<file path="src/rtl/y_sig_compactor.sv">
// Folds the y bus into a MISR signature over NUM_VECTORS capture cycles and compares it to a golden word.
// Optional macro Y_SIG_XDETECT_EN adds a simulation-only sticky X/Z detector on y.
module y_sig_compactor #(
   parameter int                   Y_WIDTH     = 319,
   parameter int                   SIG_WIDTH   = 32,
   parameter int                   NUM_VECTORS = 21,
   parameter logic [SIG_WIDTH-1:0] POLY        = 32'h04C11DB7,
   parameter logic [SIG_WIDTH-1:0] SEED        = 32'hFFFFFFFF
) (
   input  logic                 clk,
   input  logic                 rst,
   input  logic                 start,
   input  logic [Y_WIDTH-1:0]   y,
   input  logic [SIG_WIDTH-1:0] expected_sig,
   output logic                 busy,
   output logic [SIG_WIDTH-1:0] sig,
   output logic                 sig_valid,
   output logic                 match,
   output logic [15:0]          sample_count,
   output logic                 x_seen
);

   // state | meaning
   // IDLE  | waiting for start, outputs hold
   // RUN   | folding one y sample per cycle into the MISR
   // DONE  | signature final, sig_valid high, match latched

   localparam int         N_WORDS = (Y_WIDTH + SIG_WIDTH - 1) / SIG_WIDTH;
   localparam int         W       = N_WORDS * SIG_WIDTH;
   localparam logic [15:0] NV     = 16'(NUM_VECTORS);

   typedef enum logic [1:0] {
      IDLE = 2'd0,
      RUN  = 2'd1,
      DONE = 2'd2
   } state_t;

   state_t               state;
   logic [W-1:0]         y_ext;
   logic [SIG_WIDTH-1:0] fold;
   logic [SIG_WIDTH-1:0] misr_next;
   logic [15:0]          count_next;
   logic                 x_now;
   logic                 run_x_q;
   logic                 run_x_any;

   always_comb begin
      y_ext                = '0;
      y_ext[Y_WIDTH-1:0]   = y;
      fold                 = '0;
      for (int w = 0; w < N_WORDS; w++) begin
         fold = fold ^ y_ext[w*SIG_WIDTH +: SIG_WIDTH];
      end
      misr_next  = {sig[SIG_WIDTH-2:0], 1'b0} ^ (sig[SIG_WIDTH-1] ? POLY : '0) ^ fold;
      count_next = sample_count + 16'd1;
   end

`ifdef Y_SIG_XDETECT_EN
   logic x_seen_q;

   // Four-state compare: only meaningful in simulation, never synthesised.
   always_comb x_now = ((^y) === 1'bx);

   always_ff @(posedge clk) begin
      if (rst) begin
         x_seen_q <= 1'b0;
         run_x_q  <= 1'b0;
      end else if (start) begin
         run_x_q  <= 1'b0;
      end else if (state == RUN && x_now) begin
         x_seen_q <= 1'b1;
         run_x_q  <= 1'b1;
      end
   end

   assign x_seen = x_seen_q;
`else
   assign x_now   = 1'b0;
   assign run_x_q = 1'b0;
   assign x_seen  = 1'b0;
`endif

   assign run_x_any = run_x_q | x_now;

   always_ff @(posedge clk) begin
      if (rst) begin
         state        <= IDLE;
         sig          <= SEED;
         sample_count <= '0;
         busy         <= 1'b0;
         sig_valid    <= 1'b0;
         match        <= 1'b0;
      end else begin
         case (state)
            IDLE: begin
               if (start) begin
                  sig          <= SEED;
                  sample_count <= '0;
                  busy         <= 1'b1;
                  state        <= RUN;
               end
            end
            RUN: begin
               // A start here restarts the run; the y of this cycle is discarded.
               if (start) begin
                  sig          <= SEED;
                  sample_count <= '0;
               end else begin
                  sig          <= misr_next;
                  sample_count <= count_next;
                  if (count_next == NV) begin
                     state     <= DONE;
                     busy      <= 1'b0;
                     sig_valid <= 1'b1;
                     match     <= (misr_next == expected_sig) && !run_x_any;
                  end
               end
            end
            DONE: begin
               if (start) begin
                  sig          <= SEED;
                  sample_count <= '0;
                  sig_valid    <= 1'b0;
                  match        <= 1'b0;
                  busy         <= 1'b1;
                  state        <= RUN;
               end
            end
            default: begin
               state <= IDLE;
               busy  <= 1'b0;
            end
         endcase
      end
   end

endmodule

</file>
<file path="config.mk">
export PLATFORM = sky130hd
export DESIGN_NAME = y_sig_compactor
export DESIGN_NICKNAME = d
export VERILOG_FILES = /design/src/rtl/y_sig_compactor.sv
export SDC_FILE = /design/constraint.sdc
export NUM_CORES = 1
export LEC_CHECK = 0
export CAP_MARGIN = 20
export CORE_AREA = 3 3 156 158
export CTS_CLUSTER_DIAMETER = 100
export DETAILED_ROUTE_END_ITERATION = 8
export DIE_AREA = 0 0 159 161
export PLACE_DENSITY = 0.65
export SETUP_SLACK_MARGIN = 0.15
export SLEW_MARGIN = 20
export SYNTH_ARGS = -nofsm -noshare
export SYNTH_HDL_FRONTEND = slang
export SYNTH_SLANG_ARGS = --single-unit
</file>
<file path="constraint.sdc">
create_clock -name clk -period 3.8 [get_ports clk]
set_clock_uncertainty 0.1 [all_clocks]
set_input_delay 0.38 -clock clk [delete_from_list [all_inputs] [get_ports clk]]
set_output_delay 0.38 -clock clk [all_outputs]
set_load 0.1 [all_outputs]
</file>
==> results.ini <==
[status]
status=complete, no violations

[floorplan]
dieHeight_um=161
floorplan.io_pins=406
floorplan.initialDensity=0.255
die-width_um=159
fp-row-count=56
floorplan.core_area_sq_mm=0.0233
floorplan.die_area_sq_mm=0.0256

[clock_tree]
cts_tree=yes
ctsLongestPathBuffers=2
tritoncts.num_buffers=5
post_cts.resized_instances=0
ctsHtreeMaxLevel=2
clock_tree.root_cell=clkbuf_16
cts.hold.buffers_added=0
clk_transition_reported_paths_ps=80
cts_num_sinks=53
cts_setup_buffers=0
worst_skew_pair.late_latency_ps=300

[drt]
num_vias=6143
drt-total-wl_mm=25.0
drt.antenna.violating_nets=0
wl_met3_mm=1.76
routed.top_layer=met5
vias_per_cell=4.37
drt_iter0_markers=149
met2RoutedLength_mm=12.7
drcViolationCount=0
wl_met1_mm=10.1
route.detailed.wl_per_inst_um=17.8
drt_pass1_iterations=4

[power]
cellLeakagePower_nw=3.50
combPwrFrac=0.656
sw_share=0.409
power.share.clock=0.153
vdd_drop_max_mv=0.156
power.sequential.fraction=0.191
power.internal_w=0.00191
netSwitchingPower_w=0.00132
powerDensity_mw_per_mm2=309

[critical_path]
critical_path_required_ps=3940
timing.critical_path.to=match
setup.worst_path.class=reg2reg
worst_setup_path_end_kind=flip-flop
nature_of_the_critical_path_startpoint=flip-flop
reg2reg_slack_ps=540
critical_path.max_fanout=8
worst-endpoint-arrival_ps=3400
worstReg2RegStart=sample_count[0]
rr_worst_depth=9
endpoint_of_the_worst_register_to_register_path=match
critical_path.startpoint=sample_count[0]

[synthesis]
post_synth.cell_area_avg_sq_um=8.60
postSynth.asyncResetShare=0
synth-compound-area-share=0.0943
post_synthesis_sequential_area_ratio=0.179
flip_flop_and_latch_count_after_synthesis=53
synth_xor_xnor_area_share=0.553
number_of_synthesized_flops_with_an_enable_pin=0
mappedNetlistNets=1046
synth_adder_area_share=0.00422
synthesis.yosys.warnings=0
synth-simple-area-share=0.143
post_synth_inst_count=690
yosys-mux-area-fraction=0.00359
post_synth_instance_area_sq_mm=0.00593
synth_top_family_by_area=XOR/XNOR gates
synth_ff_type=dfxtp_1
distinct_cell_type_count_after_synthesis=49

[worst_hold_path]
worst_hold_path_type=reg2reg

[placement]
finalWeightedCongestion=0.867
place.detailed.hpwl_mm=21.7
placed_cells_incl_taps=1397
buffer_ports.inserted=404

[final_layout]
final_cells=1405
final_layout_size_suffix_gt1_frac=0.0304
finish.net_count=1441
sequential_cell_area_sq_mm=0.00106
multiInputGateArea_sq_mm=0.00474
fillCellCount=2358
area_growth_syn_to_layout_pct=76.6
diodes=0

[sta]
final_period_utilization=0.857
max_clock_freq_mhz=307
hold_violations=0
tightest_slew_ps=1040
unrepaired_setup_endpoints_after_global_routing=no
post-route-min-period_ps=3260
setup_viol=0
max-slew-margin-rel=0.307
maxSlewViolCount=0
timing.setup.tns_ps=0

[global_routing]
via_count_of_the_first_global_routing_pass=6254
antenna_found_initial=4
grt_start_max_net_pins=54
grt_pass1_wl_mm=36.7
overall_overflow_remaining_after_global_route=0
groute.usage.overall=0.187

[job]
count_of_maximum_capacitance_violations=0

flip-flops by register name (all words and copies together) (netlist names):
name and cells:
busy 1, sig_valid 1, state 2, match 1, sample_count 16, sig 32
critical path: stages (launching register included):
cell and delay, ps:
dfxtp_1 470, ha_1 320, nand4_1 250, nor3_1 450
mux2_2 380, o21ai_0 140, and4b_1 280, nand2_1 150
or4_1 540, o21ai_1 120
cells by family after synthesis:
| kind of cell | Yosys count |
|---|---|
| xor+xnor | 355 |
| simple gates | 157 |
| compound gates | 89 |
| flops | 53 |
| buf+inv | 31 |
| fa+ha+maj | 2 |
| mux | 2 |
| other cells | 1 |
power by group through the flow:
stage	logic, W	registers [W]	clock network [W]
after global placement	0.00214	0.000633	0
final	0.00212	0.000620	0.000495
after CTS	0.00216	0.000621	0.000519
after detailed placement	0.00215	0.000634	0
after global routing	0.00228	0.000625	0.000537
after floorplan	0.00113	0.000827	0
per-layer routing:
layer | vias to the layer above | GRT usage
met5 | - | 0
met4 | 8 | 0.0342
met3 | 33 | 0.0500
met2 | 256 | 0.344
met1 | 2753 | 0.220
li1 | 3093 | -
cell type report:
class / count / share of cell area
sequential: 53 / 0.101
multi-input combinational: 606 / 0.453
tap: 319 / 0.0381
clock inverter: 3 / 0.00251
inverter: 7 / 0.00251
timing repair buffer: 412 / 0.391
clock buffer: 5 / 0.0119
how the worst min path moves through the flow:
stage	startpoint	endpoint	slack [ps]	depth (start not counted)
4_1_cts	sig_valid	sig_valid	390	2
5_1_grt	sig_valid	sig_valid	400	2
2_1_floorplan	state[1]	match	440	3
3_3_place_gp	sig_valid	sig_valid	370	2
6_report	sig_valid	sig_valid	390	2
3_5_place_dp	sig_valid	sig_valid	370	2
layout by cell type, fill, tap and decap left out, drive strengths merged, types with 3 or more instances in the layout:
cell type / synthesis / final
nor4: 5 / 5
nand2: 28 / 28
a22oi: 6 / 6
o211ai: 3 / 3
or3: 4 / 4
a21oi: 18 / 18
nor2b: 4 / 4
nor2: 35 / 35
o22ai: 23 / 23
inv: 7 / 8
nor3b: 4 / 4
or4: 6 / 6
nand2b: 33 / 33
xnor2: 297 / 297
clkbuf: 18 / 5
clkdlybuf4s50: 0 / 402
a311oi: 5 / 5
xnor3: 9 / 9
nor3: 5 / 5
buf: 6 / 10
xor2: 48 / 48
or2: 4 / 4
dfxtp: 53 / 53
nand4: 10 / 10
o21ai: 22 / 22
nand3: 9 / 9
per-stage QoR:
step / cell area [sq um] / total power [W] / util / hold slack [ps] / worst slack [ps]
2_1_floorplan: 5930 / 0.00196 / - / 436 / 203
3_3_place_gp: 10300 / 0.00277 / 0.444 / 373 / 365
3_5_place_dp: 10300 / 0.00278 / 0.444 / 372 / 368
4_1_cts: 10500 / 0.00330 / 0.450 / 388 / 558
5_1_grt: 10500 / 0.00344 / 0.450 / 405 / 260
6_report: 10500 / 0.00324 / 0.450 / 391 / 544
cells in the mapped netlist, types with 3 or more instances:
cell	instances	area share
a21oi_1	18	0.015
a22oi_1	6	0.0076
a311oi_1	5	0.0074
buf_1	3	0.0019
clkbuf_1	18	0.011
dfxtp_1	53	0.18
inv_1	7	0.0044
nand2_1	28	0.018
nand2b_1	33	0.035
nand3_1	9	0.0076
nand4_1	10	0.011
nor2_1	35	0.022
nor2b_1	4	0.0042
nor3_1	5	0.0042
nor3b_1	4	0.0051
nor4_1	5	0.0053
o211ai_1	3	0.0038
o21ai_0	21	0.018
o22ai_1	23	0.024
or2_2	4	0.0042
or3_1	4	0.0042
or4_1	6	0.0076
xnor2_1	293	0.43
xnor2_2	4	0.011
xnor3_1	9	0.034
xor2_1	48	0.071
No activity file was read; power rests on OpenSTA's default activity.
